[config.mk]
export PLATFORM = sky130hd
export DESIGN_NAME = vcve2_vec_seq
export DESIGN_NICKNAME = d
export VERILOG_FILES = /design/src/rtl/vcve2_pkg.sv /design/src/rtl/vcve2_vec_tail_be.sv /design/src/rtl/vcve2_vec_seq.sv
export SDC_FILE = /design/constraint.sdc
export NUM_CORES = 1
export LEC_CHECK = 0
export BUFFER_PORTS_ARGS = -buffer_cell sky130_fd_sc_hd__buf_2
export CAP_MARGIN = 20
export CELL_PAD_IN_SITES_DETAIL_PLACEMENT = 0
export CELL_PAD_IN_SITES_GLOBAL_PLACEMENT = 1
export CORE_MARGIN = 10
export CORE_UTILIZATION = 35
export CTS_CLUSTER_DIAMETER = 200
export DETAILED_ROUTE_END_ITERATION = 10
export PLACE_DENSITY = 0.78
export SYNTH_ARGS = -nofsm -noshare
export SYNTH_HDL_FRONTEND = slang
export SYNTH_SLANG_ARGS = --single-unit
[constraint.sdc]
create_clock -name clk_i -period 13.1 [get_ports clk_i]
set_input_delay 3.275 -clock clk_i [delete_from_list [all_inputs] [get_ports clk_i]]
set_output_delay 3.275 -clock clk_i [all_outputs]
set_load 0.01 [all_outputs]
[src/rtl/vcve2_pkg.sv]
// Shared types and helpers for the vector word sequencer and its byte-enable generator.
package vcve2_pkg;

  typedef enum logic [2:0] {
    ST_IDLE,
    ST_READ,
    ST_EXEC,
    ST_WB,
    ST_DONE,
    ST_ERR
  } vec_seq_state_e;

  localparam logic [2:0] VSEW_E8  = 3'b000;
  localparam logic [2:0] VSEW_E16 = 3'b001;
  localparam logic [2:0] VSEW_E32 = 3'b010;

  // Word address into the VRF: {5-bit register index, word index within register}.
  function automatic int vrf_word_addr_w(input int vlen);
    return 5 + $clog2(vlen / 32);
  endfunction

endpackage

[src/rtl/vcve2_vec_tail_be.sv]
// Byte enables for one destination word: full word until the tail, then only the live bytes.
module vcve2_vec_tail_be #(
  parameter int TBW = 7,
  parameter int WIW = 2
) (
  input  logic [TBW-1:0] total_bytes_i,
  input  logic [WIW-1:0] word_idx_i,
  output logic [3:0]     be_o
);

  logic [TBW-1:0] rem;

  always_comb begin
    rem  = total_bytes_i - TBW'({word_idx_i, 2'b00});
    be_o = 4'hF;
    if (rem < TBW'(4)) begin
      case (rem[1:0])
        2'd0:    be_o = 4'b0000;
        2'd1:    be_o = 4'b0001;
        2'd2:    be_o = 4'b0011;
        default: be_o = 4'b0111;
      endcase
    end
  end

endmodule

[src/rtl/vcve2_vec_seq.sv]
// Vector word sequencer: walks vd one 32-bit word at a time through VRF read, EX and write-back.
//
//   state | meaning
//   IDLE  | ready for a new instruction
//   READ  | read word_idx of vs1/vs2 into operand registers
//   EXEC  | operands presented to EX, waiting for ex_valid_i
//   WB    | write captured result to vd word_idx with tail byte-enables
//   DONE  | one-cycle completion pulse
//   ERR   | one-cycle illegal-configuration pulse
module vcve2_vec_seq
  import vcve2_pkg::*;
#(
  parameter int VLEN = 128,
  parameter int VLW  = $clog2(VLEN/8) + 1
) (
  input  logic                              clk_i,
  input  logic                              rst_i,
  input  logic                              start_i,
  output logic                              ready_o,
  input  logic                              kill_i,
  input  logic [VLW-1:0]                    vl_i,
  input  logic [2:0]                        vsew_i,
  input  logic [4:0]                        vs1_i,
  input  logic [4:0]                        vs2_i,
  input  logic [4:0]                        vd_i,
  output logic [vrf_word_addr_w(VLEN)-1:0]  vrf_raddr_a_o,
  output logic [vrf_word_addr_w(VLEN)-1:0]  vrf_raddr_b_o,
  input  logic [31:0]                       vrf_rdata_a_i,
  input  logic [31:0]                       vrf_rdata_b_i,
  output logic [31:0]                       ex_operand_a_o,
  output logic [31:0]                       ex_operand_b_o,
  output logic [2:0]                        ex_vsew_o,
  output logic                              ex_req_o,
  output logic                              ex_first_cycle_o,
  input  logic                              ex_valid_i,
  input  logic [31:0]                       ex_result_i,
  output logic                              vrf_we_o,
  output logic [vrf_word_addr_w(VLEN)-1:0]  vrf_waddr_o,
  output logic [31:0]                       vrf_wdata_o,
  output logic [3:0]                        vrf_wbe_o,
  output logic                              done_o,
  output logic                              error_o
);

  localparam int NW  = VLEN / 32;
  localparam int WIW = $clog2(NW);
  localparam int TBW = VLW + 2;
  localparam logic [TBW-1:0] MAX_BYTES = TBW'(VLEN / 8);

  vec_seq_state_e state_q, state_d;
  logic [TBW-1:0] total_bytes_q, total_bytes_d;
  logic [WIW-1:0] last_idx_q, last_idx_d;
  logic [WIW-1:0] word_idx_q, word_idx_d;
  logic [2:0]     vsew_q, vsew_d;
  logic [4:0]     vs1_q, vs1_d;
  logic [4:0]     vs2_q, vs2_d;
  logic [4:0]     vd_q, vd_d;
  logic [31:0]    op_a_q, op_a_d;
  logic [31:0]    op_b_q, op_b_d;
  logic [31:0]    result_q, result_d;
  logic           first_q, first_d;

  logic [TBW-1:0] vl_ext;
  logic [TBW-1:0] vl_max;
  logic [TBW-1:0] bytes_new;
  logic [TBW-1:0] nwords_new;
  logic           vsew_ok;
  logic [3:0]     tail_be;

  vcve2_vec_tail_be #(
    .TBW (TBW),
    .WIW (WIW)
  ) u_tail_be (
    .total_bytes_i (total_bytes_q),
    .word_idx_i    (word_idx_q),
    .be_o          (tail_be)
  );

  assign ex_operand_a_o   = op_a_q;
  assign ex_operand_b_o   = op_b_q;
  assign ex_vsew_o        = vsew_q;
  assign ex_first_cycle_o = first_q;

  always_comb begin
    vl_ext     = TBW'(vl_i);
    vsew_ok    = (vsew_i == VSEW_E8) || (vsew_i == VSEW_E16) || (vsew_i == VSEW_E32);
    vl_max     = MAX_BYTES >> vsew_i[1:0];
    bytes_new  = vl_ext << vsew_i[1:0];
    nwords_new = (bytes_new + TBW'(3)) >> 2;
  end

  always_comb begin
    state_d       = state_q;
    total_bytes_d = total_bytes_q;
    last_idx_d    = last_idx_q;
    word_idx_d    = word_idx_q;
    vsew_d        = vsew_q;
    vs1_d         = vs1_q;
    vs2_d         = vs2_q;
    vd_d          = vd_q;
    op_a_d        = op_a_q;
    op_b_d        = op_b_q;
    result_d      = result_q;
    first_d       = 1'b0;
    ready_o       = 1'b0;
    ex_req_o      = 1'b0;
    vrf_we_o      = 1'b0;
    vrf_raddr_a_o = '0;
    vrf_raddr_b_o = '0;
    vrf_waddr_o   = '0;
    vrf_wdata_o   = '0;
    vrf_wbe_o     = '0;
    done_o        = 1'b0;
    error_o       = 1'b0;

    case (state_q)
      ST_IDLE: begin
        ready_o = 1'b1;
        if (start_i && !kill_i) begin
          total_bytes_d = bytes_new;
          last_idx_d    = WIW'(nwords_new - TBW'(1));
          word_idx_d    = '0;
          vsew_d        = vsew_i;
          vs1_d         = vs1_i;
          vs2_d         = vs2_i;
          vd_d          = vd_i;
          if (!vsew_ok || (vl_ext > vl_max)) state_d = ST_ERR;
          else if (vl_i == '0)              state_d = ST_DONE;
          else                              state_d = ST_READ;
        end
      end
      ST_READ: begin
        vrf_raddr_a_o = {vs1_q, word_idx_q};
        vrf_raddr_b_o = {vs2_q, word_idx_q};
        op_a_d        = vrf_rdata_a_i;
        op_b_d        = vrf_rdata_b_i;
        first_d       = 1'b1;
        state_d       = ST_EXEC;
      end
      ST_EXEC: begin
        ex_req_o = 1'b1;
        if (ex_valid_i) begin
          result_d = ex_result_i;
          state_d  = ST_WB;
        end
      end
      ST_WB: begin
        vrf_we_o    = 1'b1;
        vrf_waddr_o = {vd_q, word_idx_q};
        vrf_wdata_o = result_q;
        vrf_wbe_o   = tail_be;
        if (word_idx_q == last_idx_q) begin
          state_d = ST_DONE;
        end else begin
          word_idx_d = word_idx_q + WIW'(1);
          state_d    = ST_READ;
        end
      end
      ST_DONE: begin
        done_o  = 1'b1;
        state_d = ST_IDLE;
      end
      ST_ERR: begin
        error_o = 1'b1;
        state_d = ST_IDLE;
      end
      default: state_d = ST_IDLE;
    endcase

    // Flush overrides everything, including a write-back already on the bus this cycle.
    if (kill_i) begin
      state_d  = ST_IDLE;
      first_d  = 1'b0;
      vrf_we_o = 1'b0;
      done_o   = 1'b0;
      error_o  = 1'b0;
    end
  end

  always_ff @(posedge clk_i or posedge rst_i) begin
    if (rst_i) begin
      state_q       <= ST_IDLE;
      total_bytes_q <= '0;
      last_idx_q    <= '0;
      word_idx_q    <= '0;
      vsew_q        <= '0;
      vs1_q         <= '0;
      vs2_q         <= '0;
      vd_q          <= '0;
      op_a_q        <= '0;
      op_b_q        <= '0;
      result_q      <= '0;
      first_q       <= 1'b0;
    end else begin
      state_q       <= state_d;
      total_bytes_q <= total_bytes_d;
      last_idx_q    <= last_idx_d;
      word_idx_q    <= word_idx_d;
      vsew_q        <= vsew_d;
      vs1_q         <= vs1_d;
      vs2_q         <= vs2_d;
      vd_q          <= vd_d;
      op_a_q        <= op_a_d;
      op_b_q        <= op_b_d;
      result_q      <= result_d;
      first_q       <= first_d;
    end
  end

endmodule

==> impl_results.rst, run 1 <==
.. list-table::
   :header-rows: 1

   * - Metric
     - Value
   * - Synthesized instance count
     - 467
   * - TritonRoute pass-1 iters
     - 4
   * - Estimated wirelength of the detail-placed design
     - 12700 um
   * - Total global routing track utilization
     - 14.4%
   * - RSZ-0062 raised after global routing
     - false
   * - Fraction of power consumed by the clock network
     - 29.0%
   * - Via count of the first global-routing pass
     - 4700
   * - Type of the tightest min-delay check
     - flop to flop
   * - Via density per instance
     - 4.65
   * - Slew HR
     - 33.5%
   * - WL met1
     - 6210 um
   * - Hold bufs inserted after CTS
     - 0
   * - Result of the run
     - completed
   * - 1st-iter DRT viols
     - 145
   * - Die Y-Extent
     - 150 um
   * - Placed Cells incl. Taps
     - 915
   * - Maximum clock path buffer count
     - 2
   * - Kind of critical path
     - input port to output pin
   * - Layout cells sized above 1
     - 54.5%
   * - Critical R2R Capture
     - ex_operand_a_o[29]
   * - Hold path startpoint
     - vd_q[4]
   * - Antenna Cells
     - 0
   * - Setup violations, final
     - 0
   * - DRC violations left
     - 0
   * - Quantity of gates resized following cts
     - 0
   * - Period utilisation layout
     - 54.4%
   * - Initial antenna violation count
     - 0
   * - Effective utilization at floorplan
     - 35.8%
   * - Skew final
     - 0.00494 ns
   * - Post-synth net total
     - 598
   * - Mapped cell area
     - 5930 sq um
   * - Total number of vias
     - 4405
   * - Count of endpoints failing hold in the final timing report
     - 0
   * - Total of flip-flops plus latches after synthesis
     - 129
   * - Maximum number of pins on one net before global-route repair
     - 76
   * - Yosys warning total
     - 0
   * - Flip-flop cell with the highest count after synthesis
     - sky130_fd_sc_hd__dfrtp_1
   * - Std-Cell Core Area
     - 16600 sq um
   * - Count of final max-slew check failures
     - 0
   * - Final Total Pwr
     - 1.64 mW
   * - Startpoint types
     - input port
   * - Final GP Congestion
     - 0.842
   * - Clock net sink count
     - 129
   * - Switching power total
     - 0.492 mW
   * - Number of enable flip-flop cells after synthesis
     - 0
   * - TritonCTS Buffers
     - 17
   * - Top area cells in the synthesized netlist
     - sky130_fd_sc_hd__dfrtp_1, sky130_fd_sc_hd__mux2_2, sky130_fd_sc_hd__mux2_4, sky130_fd_sc_hd__and2_1, sky130_fd_sc_hd__nand2_1
   * - Signal arrival time at the worst endpoint
     - 3.86 ns
   * - Largest vdd supply drop
     - 87.5 uV
   * - Global-route wire length before repair
     - 25600 um
   * - Share of synthesized flip-flops with an asynchronous set or reset
     - 100%
   * - Clock period minus final worst setup slack
     - 7.13 ns
   * - Final #Nets
     - 845
   * - DR top layer
     - met4
   * - Proportion of power drawn by combinational gates
     - 30.2%
   * - Synthesized area per cell
     - 12.7 sq um
   * - Sequential fraction of design power
     - 40.9%
   * - Floorplan row count
     - 47
   * - Most frequent standard cell in the layout excluding fill and tap cells
     - sky130_fd_sc_hd__buf_2
   * - Area share of the largest cell type after synthesis
     - 54.4%
   * - Sum Neg Setup Slack
     - 0 ns
   * - Number of cells traversed by the worst hold path
     - 2
   * - Clock Tree Root
     - sky130_fd_sc_hd__clkbuf_16
   * - Element type at the critical path end
     - output pin
   * - Per-cell routed wire length
     - 17.5 um
   * - Most frequent cells in the layout
     - sky130_fd_sc_hd__buf_2, sky130_fd_sc_hd__dfrtp_1, sky130_fd_sc_hd__mux2_2
   * - Terminating pin of the worst hold path
     - vd_q[4]
   * - CTS HTree Levels
     - 4
   * - Synth cell types
     - 45
   * - Internal Power
     - 1.15 mW
   * - Max Clock Freq
     - 140 MHz
   * - Remaining Overflow, GRT
     - 0
   * - Width of the chip
     - 150 um
   * - Area growth from synthesis to layout
     - 32.7%
   * - Transition time at the pin with the least slew margin
     - 0.997 ns
   * - Remaining antenna violation count
     - 0
   * - Critical path required time
     - 9.82 ns
   * - Die Area
     - 22500 sq um
   * - Worst r2r src
     - state_q[0]
   * - Switching part of the total power
     - 29.9%
   * - Routed wl met2
     - 8840 um
   * - Power Dens Cells
     - 209 nW/um^2
   * - Count of buffers inserted at the top-level ports
     - 253
   * - Sequential cell area fraction in the yosys report
     - 54.4%
   * - Number of maximum-capacitance violations
     - 0
   * - Reg-to-reg slack, setup
     - 10.64 ns
   * - Final non-filler cell total
     - 947
   * - Overall routed net length
     - 16600 um
   * - Clock input transition at the sequential cells of the worst setup and hold paths
     - 0.06 ns
   * - Length of routed met3 wiring
     - 1390 um
   * - CTS tree
     - built
   * - Leak
     - 4.03 nW
   * - Reg2Reg Depth
     - 4
   * - Library cell with the largest summed area after synthesis
     - sky130_fd_sc_hd__dfrtp_1
   * - Crit Path Max Fanout
     - 5
   * - Number of top-level pins
     - 254
   * - Count of buffers added by post-CTS timing repair for setup
     - 0
   * - Clock latency at the later pin of the worst-skew pair
     - 0.41 ns
## registers in the layout (all words and copies together), names as in the netlist
signal / flops
ex_operand_a_o: 32
ex_operand_b_o: 32
result_q: 32
total_bytes_q: 7
vd_q: 5
vs1_q: 5
vs2_q: 5
ex_vsew_o: 3
state_q: 3
last_idx_q: 2
word_idx_q: 2
ex_first_cycle_o: 1
## cells by family (layout without fill, tap and decap cells)
group,Yosys count,in the layout,share of synthesized area (%)
AOI/OAI and AO/OA,27,27,2.83
muxes,105,105,21.9
buffers and inverters,36,296,4.54
xor gates and xnor gates,6,6,0.886
DFF,129,129,54.4
and+or+nand+nor,157,157,13.8
adders and majority gates,7,7,1.60
## layout make-up
cell class                 count  area (sq um)
tap                          220           275
fill                        1583          8720
sequential                   129          3230
inverter                       8          32.5
clock buffer                  18           439
timing repair buffer         256          1290
multi-input combinational    302          2440
clock inverter                14           165
## power by group through the flow
stage               clock, mW  sequential [mW]  combinational, mW
floorplan                   0            0.711              0.271
global placement            0            0.666              0.494
detailed placement          0            0.679              0.506
CTS                     0.489            0.673              0.509
global route            0.512            0.696              0.542
finish                  0.475            0.671              0.496
## cells in the mapped netlist (4+ instances only)
master                     number
sky130_fd_sc_hd__mux2i_1        4
sky130_fd_sc_hd__clkbuf_1       8
sky130_fd_sc_hd__ha_1           6
sky130_fd_sc_hd__and2_1        49
sky130_fd_sc_hd__nor2_1        12
sky130_fd_sc_hd__o21ai_0        8
sky130_fd_sc_hd__mux2_4        30
sky130_fd_sc_hd__a211oi_1       5
sky130_fd_sc_hd__nor3_1         7
sky130_fd_sc_hd__dfrtp_1      129
sky130_fd_sc_hd__buf_6          7
sky130_fd_sc_hd__inv_1          8
sky130_fd_sc_hd__buf_2          5
sky130_fd_sc_hd__buf_4          4
sky130_fd_sc_hd__mux2_2        70
sky130_fd_sc_hd__nand2_1       65
sky130_fd_sc_hd__a21oi_1        5
## metrics by stage
step | utilization [%] | hold WS, ns | setup slack [ns] | area, sq um
final | 47.4 | 0.465 | 5.97 | 7870
after global routing | 47.4 | 0.482 | 5.90 | 7870
after CTS | 47.4 | 0.468 | 5.96 | 7870
after detailed placement | 43.8 | 0.454 | 5.96 | 7260
after global placement | 43.8 | 0.451 | 5.96 | 7260
after floorplan | - | 0.437 | 6.15 | 5930
## layer usage
metal	vias up	track usage, %
met5	-	0
met4	0	4.03
met3	14	5.16
met2	151	25.7
met1	2176	15.9
li1	2064	-
## worst max-delay path: stages
cell and delay (ns):
sky130_fd_sc_hd__buf_2 0.12, sky130_fd_sc_hd__nand2b_1 0.15, sky130_fd_sc_hd__nor3_1 0.14, sky130_fd_sc_hd__buf_2 0.16
## worst max path at each step
stage | to | depth (start not counted) | slack (ns) | startpoint
global placement | done_o | 4 | 5.96 | kill_i
floorplan | done_o | 2 | 6.15 | kill_i
detailed placement | done_o | 4 | 5.96 | kill_i
global route | done_o | 4 | 5.90 | kill_i
finish | done_o | 4 | 5.97 | kill_i
CTS | done_o | 4 | 5.96 | kill_i
(Power assumes the default switching activity.)
==> run 2, diff against run 1 <==
Settings changed: CORE_UTILIZATION 35 to 33, PLACE_DENSITY 0.78 to 0.77.
Clock period 13.1 ns to 6.2 ns, I/O delays scaled along.
==> run 2 against run 1 <==
  * Hold slack got worse by 0.0017 ns
  * Sequential share of layout area hardly changed
  * Clock power is 110% higher
  * Flip-flop and latch count is the same
  * Critical path type is now flop to output pin
  * Critical endpoint is now vrf_wbe_o[1]
==> impl_results.rst, run 2 (synthesis gave the netlist of run 1 again) <==
.. list-table::
   :header-rows: 1

   * - Metric
     - Value
   * - Setup violations, final
     - 0 (unchanged)
   * - Number of top-level pins
     - 254 (unchanged)
   * - Max Clock Freq
     - 257 MHz
   * - Final hold slack
     - 0.463 ns (-0.00166 ns)
   * - Clock period minus final worst setup slack
     - 3.89 ns
   * - Std-Cell Core Area
     - 17500 sq um (+5.4%)
   * - Via count of the first global-routing pass
     - 4714 (+0.30%)
   * - Effective utilization at floorplan
     - 33.9% (-1.8 points)
   * - CTS HTree Levels
     - 4 (unchanged)
   * - Number of maximum-capacitance violations
     - 0 (unchanged)
   * - Count of buffers added by post-CTS timing repair for setup
     - 0 (unchanged)
   * - CTS tree
     - built
   * - Clock Tree Root
     - sky130_fd_sc_hd__clkbuf_16
   * - Sum Neg Setup Slack
     - 0 ns (unchanged)
   * - Reg2Reg Depth
     - 4 (unchanged)
   * - RSZ-0062 raised after global routing
     - false
   * - Total global routing track utilization
     - 13.7% (-0.73 points)
   * - Element type at the critical path end
     - output pin
   * - Skew final
     - 0.00600 ns (+0.00106 ns)
   * - Most frequent standard cell in the layout excluding fill and tap cells
     - sky130_fd_sc_hd__buf_2
   * - Most frequent cells in the layout
     - sky130_fd_sc_hd__buf_2, sky130_fd_sc_hd__dfrtp_1, sky130_fd_sc_hd__mux2_2
   * - Clock net sink count
     - 129 (unchanged)
   * - Startpoint types
     - flop
   * - 1st-iter DRT viols
     - 156 (+7.6%)
   * - Area growth from synthesis to layout
     - 32.6% (about the same)
   * - Via density per instance
     - 4.63 (-0.49%)
   * - Critical path required time
     - 4.65 ns (-5.17 ns)
   * - Die Y-Extent
     - 154 um (+2.6%)
   * - Count of buffers inserted at the top-level ports
     - 253 (unchanged)
   * - Leak
     - 4.01 nW (-0.40%)
   * - Power Dens Cells
     - 438 nW/um^2 (+110%)
   * - Die Area
     - 23700 sq um (+5.2%)
   * - Result of the run
     - completed
   * - Kind of critical path
     - flop to output pin
   * - Overall routed net length
     - 16900 um (+1.8%)
   * - Remaining Overflow, GRT
     - 0 (unchanged)
   * - Count of endpoints failing hold in the final timing report
     - 0 (unchanged)
   * - Final #Nets
     - 846 (+0.12%)
   * - Clock latency at the later pin of the worst-skew pair
     - 0.41 ns (about the same)
   * - Signal arrival time at the worst endpoint
     - 2.34 ns (-1.52 ns)
   * - TritonCTS Buffers
     - 17 (unchanged)
   * - Remaining antenna violation count
     - 0 (unchanged)
   * - Worst r2r src
     - state_q[2]
   * - Terminating pin of the worst hold path
     - vd_q[1]
   * - Placement Setup Slack
     - 2.51 ns (-3.46 ns)
   * - Transition time at the pin with the least slew margin
     - 0.908 ns (-0.0890 ns)
   * - Largest vdd supply drop
     - 202 uV (+130%)
   * - Type of the tightest min-delay check
     - flop to flop
   * - Clock input transition at the sequential cells of the worst setup and hold paths
     - 0.06 ns (about the same)
   * - DRC violations left
     - 0 (unchanged)
   * - Quantity of gates resized following cts
     - 0 (unchanged)
   * - TritonRoute pass-1 iters
     - 4 (unchanged)
   * - Layout cells sized above 1
     - 54.5% (+0.063 points)
   * - Reg-to-reg slack, setup
     - 4.05 ns (-6.59 ns)
   * - Per-cell routed wire length
     - 17.7 um (+1.1%)
   * - Maximum number of pins on one net before global-route repair
     - 76 (unchanged)
   * - Final core utilization
     - 45.0% (-2.5 points)
   * - Crit Path Max Fanout
     - 7 (+2)
   * - Critical R2R Capture
     - total_bytes_q[3]
   * - Floorplan row count
     - 48 (+2.1%)
   * - Post-route worst setup slack
     - 2.31 ns (-3.66 ns)
   * - Final GP Congestion
     - 0.852 (+1.1%)
   * - Maximum clock path buffer count
     - 2 (unchanged)
   * - Slew HR
     - 39.4% (+5.9 points)
   * - Hold bufs inserted after CTS
     - 0 (unchanged)
   * - Width of the chip
     - 154 um (+2.6%)
   * - Period utilisation layout
     - 62.7%
   * - Total number of vias
     - 4416 (+0.25%)
   * - Hold path startpoint
     - vd_q[1]
   * - Number of cells traversed by the worst hold path
     - 2 (unchanged)
   * - Initial antenna violation count
     - 1 (+1)
   * - Global-route wire length before repair
     - 26400 um (+3.0%)
   * - Estimated wirelength of the detail-placed design
     - 12800 um (+1.3%)
   * - Count of final max-slew check failures
     - 0 (unchanged)
run 2: worst max-delay path by stage:
stage / start / endpoint
2_1_floorplan: rst_i / ex_first_cycle_o
3_3_place_gp: kill_i / done_o
3_5_place_dp: kill_i / done_o
4_1_cts: state_q[0] / vrf_raddr_a_o[0]
5_1_grt: word_idx_q[0] / vrf_wbe_o[2]
6_report: word_idx_q[0] / vrf_wbe_o[1]
run 2: power breakdown:
part           switching, mW  internal (mW)  leakage, nW  total (mW)
Sequential             0.203           1.22         1.56        1.43
Clock                  0.400          0.580        0.275       0.980
Combinational          0.470          0.569         2.18        1.04
Total                   1.07           2.37         4.01        3.44
run 2: cell type report:
type                       instances  area, sq um
fill                            1656         9620
sequential                       129         3230
multi-input combinational        302         2440
timing repair buffer             257         1300
clock buffer                      19          453
tap                              225          282
clock inverter                    13          129
inverter                           8         32.5
antenna                            1         2.50
run 2: worst max-delay path, stage by stage (launching register included):
cell and delay, ns:
sky130_fd_sc_hd__dfrtp_1 0.46, sky130_fd_sc_hd__ha_1 0.26, sky130_fd_sc_hd__fa_1 0.40, sky130_fd_sc_hd__xnor2_1 0.15
sky130_fd_sc_hd__nand4b_1 0.17, sky130_fd_sc_hd__nor2_1 0.23, sky130_fd_sc_hd__a21oi_1 0.11, sky130_fd_sc_hd__buf_2 0.15
run 2: metrics by stage:
step / total power, mW / area [sq um] / instances
floorplan: 2.07 / 5930 / 467
global placement: 2.45 / 7280 / 921
detailed placement: 2.50 / 7280 / 921
CTS: 3.49 / 7860 / 953
global route: 3.66 / 7860 / 954
finish: 3.44 / 7860 / 954
run 2: layer usage:
layer	track usage [%]	routed length, um	up-vias
met5	0	0	-
met4	3.87	172	0
met3	5.55	1490	16
met2	21.9	8010	177
met1	16.7	7230	2148
li1	-	-	2075
